**src/rtl/fetch.sv**
```systemverilog
// Instruction-fetch stage: owns the PC, issues word reads to a 1-cycle memory,
// buffers returns in a DEPTH-entry FIFO and flushes on jump. Optional: FETCH_STALL_COUNTER_EN.
package fetch_pkg;
    typedef struct packed {
        logic [31:0] instruction;
    } instr_t;

    typedef struct packed {
        logic        valid;
        logic        ready;
        logic [31:0] pc;
        instr_t      instruction;
    } stage_status_t;
endpackage

module fetch
    import fetch_pkg::*;
#(
    parameter logic [31:0] RESET_PC = 32'h0000_0000,
    parameter int unsigned DEPTH    = 2
) (
    input  logic          clk,
    input  logic          rst_n,
    output logic          imem_req,
    output logic [31:0]   imem_addr,
    input  logic [31:0]   imem_rdata,
    input  logic          jump,
    input  logic [31:0]   pc_next,
    input  logic          next_ready,
    output stage_status_t stage_out
`ifdef FETCH_STALL_COUNTER_EN
    ,
    output logic [31:0]   stall_cycles
`endif
);

    logic [31:0] r_pc;
    logic [31:0] r_inflight_pc;
    logic        r_inflight;
    logic [31:0] r_fifo_pc    [4];
    logic [31:0] r_fifo_instr [4];
    logic [1:0]  r_rd_ptr;
    logic [1:0]  r_wr_ptr;
    logic [2:0]  r_count;

    logic        w_pop;
    logic        w_push;
    logic        w_issue;
    logic [3:0]  w_occ;
    logic [31:0] w_target;

    function automatic logic [1:0] ptr_inc(input logic [1:0] p);
        return (p == 2'(DEPTH - 1)) ? 2'd0 : p + 2'd1;
    endfunction

    // Credits count both buffered and in-flight words; a pop frees one this cycle.
    always_comb begin
        w_pop    = (r_count != 3'd0) && next_ready;
        w_occ    = {1'b0, r_count} + {3'b000, r_inflight} - {3'b000, w_pop};
        w_issue  = rst_n && !jump && (w_occ < 4'(DEPTH));
        w_push   = r_inflight && !jump;
        w_target = pc_next & 32'hFFFF_FFFC;
    end

    assign imem_req  = w_issue;
    assign imem_addr = r_pc;

    always_comb begin
        stage_out                         = '0;
        stage_out.valid                   = (r_count != 3'd0);
        stage_out.ready                   = 1'b1;
        stage_out.pc                      = r_fifo_pc[r_rd_ptr];
        stage_out.instruction.instruction = r_fifo_instr[r_rd_ptr];
    end

    always_ff @(posedge clk) begin
        if (!rst_n) begin
            r_pc          <= RESET_PC;
            r_inflight    <= 1'b0;
            r_inflight_pc <= '0;
            r_rd_ptr      <= '0;
            r_wr_ptr      <= '0;
            r_count       <= '0;
        end else if (jump) begin
            r_pc       <= w_target;
            r_inflight <= 1'b0;
            r_rd_ptr   <= '0;
            r_wr_ptr   <= '0;
            r_count    <= '0;
        end else begin
            if (w_issue) begin
                r_pc          <= r_pc + 32'd4;
                r_inflight_pc <= r_pc;
            end
            r_inflight <= w_issue;
            if (w_push) r_wr_ptr <= ptr_inc(r_wr_ptr);
            if (w_pop)  r_rd_ptr <= ptr_inc(r_rd_ptr);
            r_count <= r_count + 3'(w_push) - 3'(w_pop);
        end
    end

    always_ff @(posedge clk) begin
        if (w_push && rst_n) begin
            r_fifo_pc[r_wr_ptr]    <= r_inflight_pc;
            r_fifo_instr[r_wr_ptr] <= imem_rdata;
        end
    end

`ifdef FETCH_STALL_COUNTER_EN
    logic [31:0] r_stall_cycles;

    always_ff @(posedge clk) begin
        if (!rst_n)
            r_stall_cycles <= '0;
        else if (stage_out.valid && !next_ready)
            r_stall_cycles <= r_stall_cycles + 32'd1;
    end

    assign stall_cycles = r_stall_cycles;
`endif

endmodule

```
**config.mk**
```make
export PLATFORM = sky130hd
export DESIGN_NAME = fetch
export DESIGN_NICKNAME = d
export VERILOG_FILES = /design/src/rtl/fetch.sv
export SDC_FILE = /design/constraint.sdc
export NUM_CORES = 1
export LEC_CHECK = 0
export CORE_MARGIN = 5
export CORE_UTILIZATION = 30
export DETAILED_ROUTE_END_ITERATION = 8
export HOLD_SLACK_MARGIN = 0.12
export SKIP_CTS_REPAIR_TIMING = 1
export SLEW_MARGIN = 30
export SYNTH_ARGS = -nofsm -noshare
export SYNTH_HDL_FRONTEND = slang
export SYNTH_SLANG_ARGS = --single-unit
```
**constraint.sdc**
```tcl
create_clock -name clk -period 16.7 [get_ports clk]
set_input_delay 2.505 -clock clk [delete_from_list [all_inputs] [get_ports clk]]
set_output_delay 2.505 -clock clk [all_outputs]
set_load 0.005 [all_outputs]
```
# [Word level (Yosys, flattened, before mapping)]
# Memory sizes are Yosys's and may differ from the RTL's. A register that Yosys moved wholly into a read port is not among the register bits.
# Index checks and enable logic that the tools add are counted.
[totals] elab_cells=41 memories=2 output_inout_bits=99 reg_bits=72 ramBits=256 input_bits=68
[op_classes] n_mux=10 n_eq_ne=2 n_addsub=7 reduce_logical=10 bitwise=2 magnitude_cmp=1
[memory_table] memory="r_fifo_instr" depth=4 word_bits=32 read_ports=1 rd_ports_with_merged_regs=1 write_ports=1 line="41" rtl="logic [31:0] r_fifo_instr [4];"
[memory_table] memory="r_fifo_pc" depth=4 word_bits=32 read_ports=1 rd_ports_with_merged_regs=1 write_ports=1 line="40" rtl="logic [31:0] r_fifo_pc [4];"
[op_table] operator="$mux W32" count=2
[op_table] operator="$add A32 B3 Y32 const B" count=1
[op_table] operator="$mux W2" count=6
[op_table] operator="$logic_and A1 B1 Y1" count=5
[op_table] operator="$add A2 B1 Y2 const B" count=2
[op_table] operator="$add A3 B1 Y4" count=1
[op_table] operator="$eq A2 B1 Y1 const B" count=2
[op_table] operator="$lt A4 B2 Y1 const B" count=1
[op_table] operator="$sub A4 B1 Y4" count=1
[op_table] operator="$add A3 B1 Y3" count=1
[op_table] operator="$reduce_bool A3 Y1" count=1
[op_table] operator="$sub A3 B1 Y3" count=1
[op_table] operator="$mux W1" count=2
[op_table] operator="$not A1 Y1" count=2
[op_table] operator="$reduce_and A2 Y1" count=1
[op_table] operator="$reduce_bool A2 Y1" count=1
[op_table] operator="$reduce_or A2 Y1" count=1
[op_table] operator="$logic_not A1 Y1" count=1

# [Logic depth before layout (Yosys ltp)]
# Gate-level depths: netlist of run 1.
[depth] ltp_word=7 depth_mapped=14 depth_no_buf=12

# [Least setup slack after synthesis of run 1]
# OpenSTA, ideal clock, no wires.
[synth_path] path_kind="input to register" from="input port jump" to="memory r_fifo_instr[1][0], enable pin" path_buffers=0 cell_stages=3 required_time_ns=16.141 arrival_ns=7.086 setup_slack_ns=9.056 setup_ns=0.559 cell_sequence="and2b_1 nand2_1 nor3_1"
[synth_between] elab_chain_cells=5
[synth_lines] element="from (decl)" line="27" rtl="input logic jump,"
[synth_lines] element="$logic_not A1 Y1" line="61" rtl="w_push = r_inflight && !jump;"
[synth_lines] element="$logic_and A1 B1 Y1" line="61"
[synth_lines] element="$logic_and A1 B1 Y1" line="103" rtl="if (w_push && rst_n) begin"
[synth_lines] element="$mux W1" line="103"
[synth_lines] element="$mux W1 (not written as such)" line="105" rtl="r_fifo_instr[r_wr_ptr] <= imem_rdata;"
[synth_lines] element="to (decl)" line="41"
# Every way passes these cells.

# [Worst setup path after layout of run 1]
[layout_path] from="input port next_ready" to="output port imem_req"
[layout_between] elab_chain_cells=4
[layout_lines] element="from (decl)" line="29" rtl="input logic next_ready,"
[layout_lines] element="$logic_and A1 B1 Y1" line="58" rtl="w_pop = (r_count != 3'd0) && next_ready;"
[layout_lines] element="$sub A4 B1 Y4" line="59" rtl="w_occ = {1'b0, r_count} + {3'b000, r_inflight} - {3'b000, w_pop};"
[layout_lines] element="$lt A4 B2 Y1" line="60" rtl="w_issue = rst_n && !jump && (w_occ < 4'(DEPTH));"
[layout_lines] element="$logic_and A1 B1 Y1" line="60"
[layout_lines] element="to (decl)" line="24" rtl="output logic imem_req,"
# Every way passes these cells.

==> results of run 1 <==
## placed cells by master (no fill, tap or decap), drive strengths merged, types with 9 or more instances in the layout
cell / Yosys / final
dfxtp: 70 / 70
buf: 22 / 9
clkdlybuf4s50: 0 / 159
inv: 20 / 22
nand2: 107 / 107
mux4: 62 / 62
clkbuf: 21 / 45
nand4: 11 / 11
or3: 10 / 10
a21oi: 45 / 45
nor3: 10 / 10
clkinv: 0 / 12
nor2: 14 / 14
nand3: 16 / 16
edfxtp: 248 / 248
a31oi: 16 / 16
## routing by layer
metal | wire, µm | up-vias | track usage
met5 | 0 | - | 0
met4 | 491 | 0 | 0.0302
met3 | 2330 | 41 | 0.0336
met2 | 13500 | 250 | 0.202
met1 | 13100 | 3589 | 0.181
li1 | - | 3280 | -
## power by group
part | total [W] | switching (W) | leakage (nW) | internal, W
sequential | 0.000879 | 0.0000156 | 2.78 | 0.000864
clock | 0.000761 | 0.000303 | 0.563 | 0.000457
combinational | 0.0000974 | 0.0000477 | 1.47 | 0.0000497
## through the flow
stage | power (W) | setup WS (ns)
global placement | 0.000992 | 7.51
detailed placement | 0.000995 | 7.41
global route | 0.00181 | 7.21
finish | 0.00174 | 7.48
CTS | 0.00176 | 7.41
floorplan | 0.000936 | 9.06
## logic make-up after synthesis
logic type / share of synthesized area
multiplexers: 0.114
flip-flops: 0.719
buffers and inverters: 0.0229
other: 0.000610
XOR/XNOR: 0.00285
adder cells (fa/ha/maj): 0.0104
AND/OR/NAND/NOR: 0.0725
AO/OA/AOI/OAI: 0.0576
## path summary, 6_finish.rpt
kind,start,to,slack (ns),cells past startpoint
hold reg to reg,r_rd_ptr[1]$_SDFFE_PP0N_,flop,0.42,2
setup reg to reg,r_count[1]$_SDFF_PP0_,imem_addr[16]$_SDFFE_PN0P_,12.41,13
hold / removal,r_rd_ptr[1]$_SDFFE_PP0N_,flop,0.42,2
setup / recovery,next_ready,imem_req,7.48,11
## layout make-up
class | instances | share of cell area
flip-flops and latches | 318 | 0.566
clock buffers | 45 | 0.0617
repair buffers | 168 | 0.108
inverters | 20 | 0.00496
clock inverters | 18 | 0.0112
well taps | 532 | 0.0425
multi-input cells | 376 | 0.206
## sequential cells by signal (all words and copies together) (netlist names), named ones only
name / cells
r_rd_ptr: 2
r_inflight: 1
r_count: 3
r_fifo_instr: 128
r_fifo_pc: 120
r_inflight_pc: 30
r_wr_ptr: 2
imem_addr: 30
## worst max-delay path, delay by kind of cell
| kind | cells | cell delay [ns] |
|---|---|---|
| AOI/OAI and AO/OA | 1 | 0.28 |
| adders and majority gates | 2 | 0.70 |
| buffers and inverters | 5 | 2.31 |
| and+or+nand+nor | 3 | 0.89 |
==> results.ini, run 1 <==
[pwr]
power.density_nw_per_um2=111
cellLeakagePower_nw=4.81
ir_drop_uv=50.1

[hold_path]
worst_hold_path_type=reg -> reg

[logic_synthesis]
synthTopCellsByCount=248 x edfxtp_1, 106 x nand2_1, 70 x dfxtp_1
async_flop_share=0
synthTopCellsByArea=edfxtp_1 61%, dfxtp_1 11%, mux4_2 11%
yosysWarnings=0
post-synth-top-count-cell=edfxtp_1
synth-edff-count=248
synth_seq_cells=318
synthFlopType=edfxtp_1
synth_top_area_frac=0.605
seq_area_frac_synth=0.719
yosysUniqueCellTypes=54
avgSynthCellArea_um2=16.3
synth_area_um2=12300
syn_inst=754
synth_top_area_cell=edfxtp_1

[sta]
tns_ns=0
slew_viol_final=0
slew_headroom=0.384
hold_slack_ns=0.422
finalCritPeriodShare=0.552
skew_ns=0.0129
setup_viol=0
tightest_slew_ns=0.924
period_minus_slack_ns=9.22
hold_viol=0
fmax_mhz=108
rsz0062_at_grt=false

[worst_setup_path]
crit_path_end_kind=output port
cpMaxStageDelayCell=inv_1
crit_chain=clkdlybuf4s50_1 -> and2_1 -> ha_1 -> nor2b_1 -> fa_1 -> inv_1 -> o2111a_4 -> nand2_2 -> inv_1 -> buf_4 -> clkdlybuf4s50_1
path_max_fanout=42
worstSetupPathType=in -> out
critPathRequiredTime_ns=14.20
worstSetupStartpointType=input port
critPathArrivalTime_ns=6.72
slowest_delay_ns=0.74

[global_routing]
grt.overflow.total=0
grt_antenna_before_repair=0
track_usage=0.129
grt_pass1_wl_um=44800
grt_pass1_vias=7340
grt_max_degree=61

[route]
dr.pass1.iters=5
via_per_inst=4.85
drtAntennaViolNets=0
drt_iter0_drc=488
wl_um=29400
vias=7160
drc=0
wire_per_inst_um=19.9

[final_layout]
register_area_um2=8860
design_area_um2=15700
drive_gt1_frac=0.148
multiInputGateArea_um2=3220
nNetsFinal=997
fin_util=0.384
area_delta_synth_final_pct=27.2
nFillCells=3813
stdcell_count=1477
diodes=0

[clock_tree]
cts_buffers=36
cts_tree=yes
clock_insertion_delay_worst_skew_ns=0.52
cts_buffer_depth=3
cts_sinks=318
cts_root_buf=clkbuf_16
cts_max_level=2
clk_pin_slew_worst_paths_ns=0.06

[floorplan]
die_h_um=213
num_rows=74
start_util=0.302
io_pins=167
fp.coreArea_um2=40700
die_w_um=213
dieArea_um2=45200

[placement]
place_congestion=0.794
port_buffers=159
placed_cells=1414
dpl.hpwl_um=18600
placed_cell_area_um2=14500

[run_status]
status=complete, no violations

[job]
drv_cap=0

(Power assumes the default switching activity.)
==> run 2: changes to the inputs <==
==> constraint.sdc (replaced) <==
create_clock -name clk -period 8.85 [get_ports clk]
set_input_delay 1.3275 -clock clk [delete_from_list [all_inputs] [get_ports clk]]
set_output_delay 1.3275 -clock clk [all_outputs]
set_load 0.005 [all_outputs]
==> run 2 against run 1 <==
  * Core utilization is 0.11 points higher
  * Clock power is 92% higher
  * Register-to-register slack worse by 7.5 ns
  * Total power is 90% higher
  * Non-clock buffer count is 1 higher
  * First-iteration DRC count is 12% lower
  * Sequential share of layout area is 0.16 points lower
  * Routed wire length is 0.63% higher
  * Critical endpoint unchanged
  * Largest cell class unchanged
  * Highest routed layer unchanged
==> results.ini, run 2 (synthesis gave the netlist of run 1 again) <==
[run_status]
status=complete, no violations  ; unchanged

[worst_setup_path]
slowest_delay_ns=0.59  ; was 0.74 ns
r2r-start=r_count[1]$_SDFF_PP0_  ; unchanged
r2r_slack_ns=4.94  ; was 12.41 ns
crit_path_end_kind=output port  ; unchanged
worstSetupPathType=in -> out  ; unchanged
timing.critical_path.buf_inv=5  ; unchanged
path_max_fanout=42  ; unchanged
reg2reg_depth=13  ; unchanged
cpMaxStageDelayCell=clkdlybuf4s50_1  ; was inv_1
critPathRequiredTime_ns=7.52  ; was 14.20 ns
path_delay_family=buffers and inverters  ; unchanged
critPathArrivalTime_ns=5.16  ; was 6.72 ns
worstReg2RegEnd=imem_addr[16]$_SDFFE_PN0P_  ; unchanged
crit_chain=clkdlybuf4s50_1 -> and2_1 -> ha_1 -> nor2b_1 -> fa_1 -> inv_1 -> o2111a_4 -> nand2_2 -> inv_1 -> buf_4 -> clkdlybuf4s50_1  ; unchanged
worstSetupStartpointType=input port  ; unchanged

[floorplan]
dieArea_um2=45200  ; unchanged
die_h_um=213  ; unchanged
num_rows=74  ; unchanged
io_pins=167  ; unchanged
start_util=0.302  ; unchanged
die_w_um=213  ; unchanged
fp.coreArea_um2=40700  ; unchanged

[clock_tree]
cts_sinks=318  ; unchanged
cts_buffers=36  ; unchanged
cts_buffer_depth=3  ; unchanged
cts_max_level=2  ; unchanged
cts_tree=yes  ; unchanged
clock_insertion_delay_worst_skew_ns=0.53  ; was 0.52 ns
cts_root_buf=clkbuf_16  ; unchanged
clk_pin_slew_worst_paths_ns=0.06  ; about the same

[route]
wl_um=29600  ; was 29400 µm
drtAntennaViolNets=0  ; unchanged
vias=7187  ; was 7160
drt_iter0_drc=429  ; was 488
via_per_inst=4.87  ; was 4.85
drc=0  ; unchanged
dr.pass1.iters=5  ; unchanged
wire_per_inst_um=20.0  ; was 19.9 µm

[hold_path]
whs_path_depth=2  ; unchanged
holdCritStartpoint=r_rd_ptr[1]$_SDFFE_PP0N_  ; unchanged
worst_hold_path_type=reg -> reg  ; unchanged

[sta]
period_minus_slack_ns=6.48
skew_ns=0.0169  ; was 0.0129 ns
slew_viol_final=0  ; unchanged
rsz0062_at_grt=false  ; unchanged
finalCritPeriodShare=0.733
setup_viol=0  ; unchanged
tightest_slew_ns=0.938  ; was 0.924 ns
slew_headroom=0.375  ; was 0.384
hold_viol=0  ; unchanged
fmax_mhz=154
tns_ns=0  ; unchanged

[final_layout]
design_area_um2=15700  ; about the same
largestRegisters=r_fifo_instr (128), r_fifo_pc (120)  ; unchanged
final_common_cell=edfxtp_1  ; unchanged
largest_reg_flops=128  ; unchanged
nFillCells=3790  ; was 3813
final_cell_mix=248 x edfxtp_1, 159 x clkdlybuf4s50_1, 106 x nand2_1  ; unchanged
area_delta_synth_final_pct=27.5  ; was 27.2%
top_register=r_fifo_instr  ; unchanged
nNetsFinal=998  ; was 997
drive_gt1_frac=0.143  ; was 0.148
diodes=0  ; unchanged

[placement]
place_congestion=0.811  ; was 0.794
port_buffers=159  ; unchanged
dpl.hpwl_um=18400  ; was 18600 µm
placed_cell_area_um2=14500  ; about the same

[global_routing]
track_usage=0.131  ; was 0.129
grt_max_degree=61  ; unchanged
grt_pass1_vias=7522  ; was 7340
grt_pass1_wl_um=45600  ; was 44800 µm
grt.overflow.total=0  ; unchanged
grt_antenna_before_repair=0  ; unchanged

[job]
drv_cap=0  ; unchanged

[pwr]
cellLeakagePower_nw=4.82  ; was 4.81 nW
power.density_nw_per_um2=210  ; was 111 nW/µm²
ir_drop_uv=103  ; was 50.1 µV
design_power_total_w=0.00330  ; was 0.00174 W

-- run 2: changes by cell type in the layout (fill, tap and decap cells not counted), sizes merged --
| cell | previous run | this run |
|---|---|---|
| clkbuf | 45 | 47 |
| bufinv | 3 | 4 |
| clkinv | 12 | 7 |
| buf | 9 | 10 |
-- run 2: worst max path at each step --
stage                    start                      endpoint  slack (ns)  cells after the start
CTS                 next_ready                      imem_req        2.33                     11
finish              next_ready                      imem_req        2.37                     11
floorplan                 jump  r_fifo_instr[1][0]$_DFFE_PP_        2.38                      3
global route        next_ready                      imem_req        2.05                     11
detailed placement  next_ready                      imem_req        2.35                     11
global placement    next_ready                      imem_req        2.37                     11
-- run 2: area by class of cell --
| cell class | count | area (µm²) | area share |
|---|---|---|---|
| Multi-Input combinational cell | 376 | 3220 | 0.205 |
| Clock buffer | 47 | 962 | 0.0613 |
| Clock inverter | 14 | 196 | 0.0125 |
| Inverter | 20 | 77.6 | 0.00494 |
| Sequential cell | 318 | 8860 | 0.564 |
| Tap cell | 532 | 666 | 0.0424 |
| Timing Repair Buffer | 169 | 1720 | 0.110 |
-- run 2: metrics by stage --
step           hold WS [ns]  cells   util  setup slack, ns
4_1_cts               0.423   1475  0.384             2.33
3_5_place_dp          0.412   1414  0.356             2.35
6_report              0.422   1476  0.385             2.37
2_1_floorplan         0.407    757      -             2.38
3_3_place_gp          0.410   1412  0.355             2.37
5_1_grt               0.461   1476  0.385             2.05
-- run 2: routing by layer --
metal	track usage	vias up	share of wire
met5	0	-	0
met4	0.0316	0	0.018
met3	0.0308	45	0.062
met2	0.209	231	0.46
met1	0.183	3615	0.46
li1	-	3296	-
-- run 2: worst reg2reg max path: cells and delay by family (launching register included) --
kind / cells / cell delay (ns)
and+or+nand+nor: 4 / 0.93
buffers and inverters: 3 / 0.90
AOI/OAI and AO/OA: 3 / 0.70
adders and majority gates: 2 / 0.68
DFF: 1 / 0.34
xor gates and xnor gates: 1 / 0.25
-- run 2: power by group --
part,leakage (nW),internal [W],switching (W)
Clock,0.558,0.000886,0.000570
Sequential,2.78,0.00163,0.0000291
Combinational,1.48,0.0000937,0.0000888
==> run 3: changes to the inputs <==
==> constraint.sdc (replaced) <==
create_clock -name clk -period 6.5 [get_ports clk]
set_input_delay 0.975 -clock clk [delete_from_list [all_inputs] [get_ports clk]]
set_output_delay 0.975 -clock clk [all_outputs]
set_load 0.005 [all_outputs]
==> run 3 against run 2 <==
  * Setup slack lost 0.52 ns
  * Design area grew 0.34%
  * Die area is the same
  * Core utilization grew 0.13 points
  * Clock power grew 34%
  * Critical path depth shrank 1
  * Via count grew 0.95%
  * Count of clock-buffer cells in the layout shrank 5
  * Global-route usage is essentially flat
  * Worst hold slack lost 0.0056 ns
  * Sequential cell count is the same
  * Sequential power grew 36%
==> results.ini, run 3 (synthesis gave the netlist of run 1 again) <==
[run_status]
status=complete, no violations  ; unchanged

[final_layout]
design_area_um2=15800  ; was 15700 µm²
drive_gt1_frac=0.150  ; was 0.143
multiInputGateArea_um2=3230  ; was 3220 µm²
diodes=0  ; unchanged
register_area_um2=8860  ; unchanged
area_delta_synth_final_pct=28.0  ; was 27.5%
final_cell_mix=248 x edfxtp_1, 159 x clkdlybuf4s50_1, 106 x nand2_1  ; unchanged
final_common_cell=edfxtp_1  ; unchanged
largestRegisters=r_fifo_instr (128), r_fifo_pc (120)  ; unchanged
nFillCells=3821  ; was 3790
largest_reg_flops=128  ; unchanged
top_register=r_fifo_instr  ; unchanged
fin_util=0.387  ; was 0.385
nNetsFinal=1000  ; was 998

[clock_tree]
cts_root_buf=clkbuf_16  ; unchanged
cts_sinks=318  ; unchanged
cts_max_level=2  ; unchanged
cts_buffer_depth=3  ; unchanged
clock_insertion_delay_worst_skew_ns=0.51  ; was 0.53 ns
cts_tree=yes  ; unchanged
cts_buffers=36  ; unchanged
clk_pin_slew_worst_paths_ns=0.06  ; about the same

[pwr]
seqPwrFrac=0.504  ; was 0.503
p_sw_frac=0.213  ; was 0.209
power.density_nw_per_um2=284  ; was 210 nW/µm²
cellLeakagePower_nw=4.84  ; was 4.82 nW
p_clk_frac=0.439  ; was 0.441
p_int_w=0.00352  ; was 0.00261 W
p_sw_w=0.000955  ; was 0.000688 W
ir_drop_uv=142  ; was 103 µV
pwr-share-comb=0.057  ; was 0.055

[worst_setup_path]
worstSetupStartpoint=next_ready  ; unchanged
worstSetupPathType=in -> out  ; unchanged
worstReg2RegEnd=imem_addr[26]$_SDFFE_PN0P_  ; was imem_addr[16]$_SDFFE_PN0P_
worstSetupStartpointType=input port  ; unchanged
crit_path_end=imem_req  ; unchanged
reg2reg_depth=11  ; was 13
crit_path_end_kind=output port  ; unchanged
critPathArrivalTime_ns=3.68  ; was 5.16 ns
r2r-start=r_count[1]$_SDFF_PP0_  ; unchanged
r2r_slack_ns=2.96  ; was 4.94 ns
critPathRequiredTime_ns=5.52  ; was 7.52 ns
path_max_fanout=7  ; was 42

[placement]
dpl.hpwl_um=18500  ; was 18400 µm
placed_cell_area_um2=14500  ; about the same
port_buffers=159  ; unchanged
place_congestion=0.799  ; was 0.811

[floorplan]
die_h_um=213  ; unchanged
fp.coreArea_um2=40700  ; unchanged
die_w_um=213  ; unchanged
io_pins=167  ; unchanged
start_util=0.302  ; unchanged
num_rows=74  ; unchanged
dieArea_um2=45200  ; unchanged

[global_routing]
grt_antenna_before_repair=0  ; unchanged
grt.overflow.total=0  ; unchanged
track_usage=0.131  ; about the same
grt_pass1_wl_um=45600  ; about the same
grt_pass1_vias=7494  ; was 7522
grt_max_degree=55  ; was 61

[sta]
setup_viol=0  ; unchanged
finalCritPeriodShare=0.716
slew_viol_final=0  ; unchanged
period_minus_slack_ns=4.66
tightest_slew_ns=0.873  ; was 0.938 ns
skew_ns=0.0170  ; was 0.0169 ns
slew_headroom=0.418  ; was 0.375
hold_viol=0  ; unchanged
rsz0062_at_grt=false  ; unchanged
tns_ns=0  ; unchanged
fmax_mhz=215

[route]
drc=0  ; unchanged
wl_um=29700  ; was 29600 µm
vias=7255  ; was 7187
via_per_inst=4.89  ; was 4.87
wire_per_inst_um=20.0  ; about the same
drtAntennaViolNets=0  ; unchanged
dr.pass1.iters=5  ; unchanged
drt_iter0_drc=402  ; was 429

[hold_path]
holdCritStartpoint=r_rd_ptr[1]$_SDFFE_PP0N_  ; unchanged
worst_hold_path_type=reg -> reg  ; unchanged

[job]
drv_cap=0  ; unchanged

-- run 3: through the flow --
| step | hold slack (ns) | cells | worst slack (ns) | total power (W) |
|---|---|---|---|---|
| floorplan | 0.407 | 757 | 0.386 | 0.00241 |
| global placement | 0.407 | 1415 | 1.91 | 0.00255 |
| detailed placement | 0.411 | 1416 | 1.89 | 0.00256 |
| CTS | 0.422 | 1482 | 1.87 | 0.00455 |
| global route | 0.454 | 1483 | 1.77 | 0.00466 |
| finish | 0.416 | 1483 | 1.84 | 0.00448 |
-- run 3: worst min-delay path by stage --
stage,endpoint,cells after the start
floorplan,flop,2
finish,flop,2
global placement,flop,2
detailed placement,flop,2
CTS,flop,2
global route,flop,2
-- run 3: power groups by stage --
stage	Combinational (W)	Sequential [W]	Clock, W
global placement	0.000253	0.00230	0
detailed placement	0.000256	0.00230	0
CTS	0.000258	0.00226	0.00203
floorplan	0.000118	0.00229	0
global route	0.000280	0.00226	0.00212
finish	0.000257	0.00226	0.00196
-- run 3: worst max-delay path, stage by stage --
cell and delay, ns:
clkdlybuf4s50_1 0.49, and2_1 0.25, ha_1 0.28, nor2b_1 0.17, fa_1 0.44, inv_1 0.10
o2111a_4 0.28, nand2_2 0.08, inv_1 0.10, clkdlybuf4s50_1 0.52
-- run 3: metal layers --
metal / vias up / GRT usage / wire (µm)
li1: 3301 / - / -
met1: 3665 / 0.179 / 13000
met2: 247 / 0.209 / 13700
met3: 42 / 0.0348 / 2250
met4: 0 / 0.0342 / 621
met5: - / 0 / 0
-- run 3: area by class of cell --
type	instances	area share
timing repair buffer	171	0.111
tap	532	0.0423
clock buffer	42	0.0627
sequential	318	0.562
multi-input combinational	376	0.205
clock inverter	24	0.0119
inverter	20	0.00477
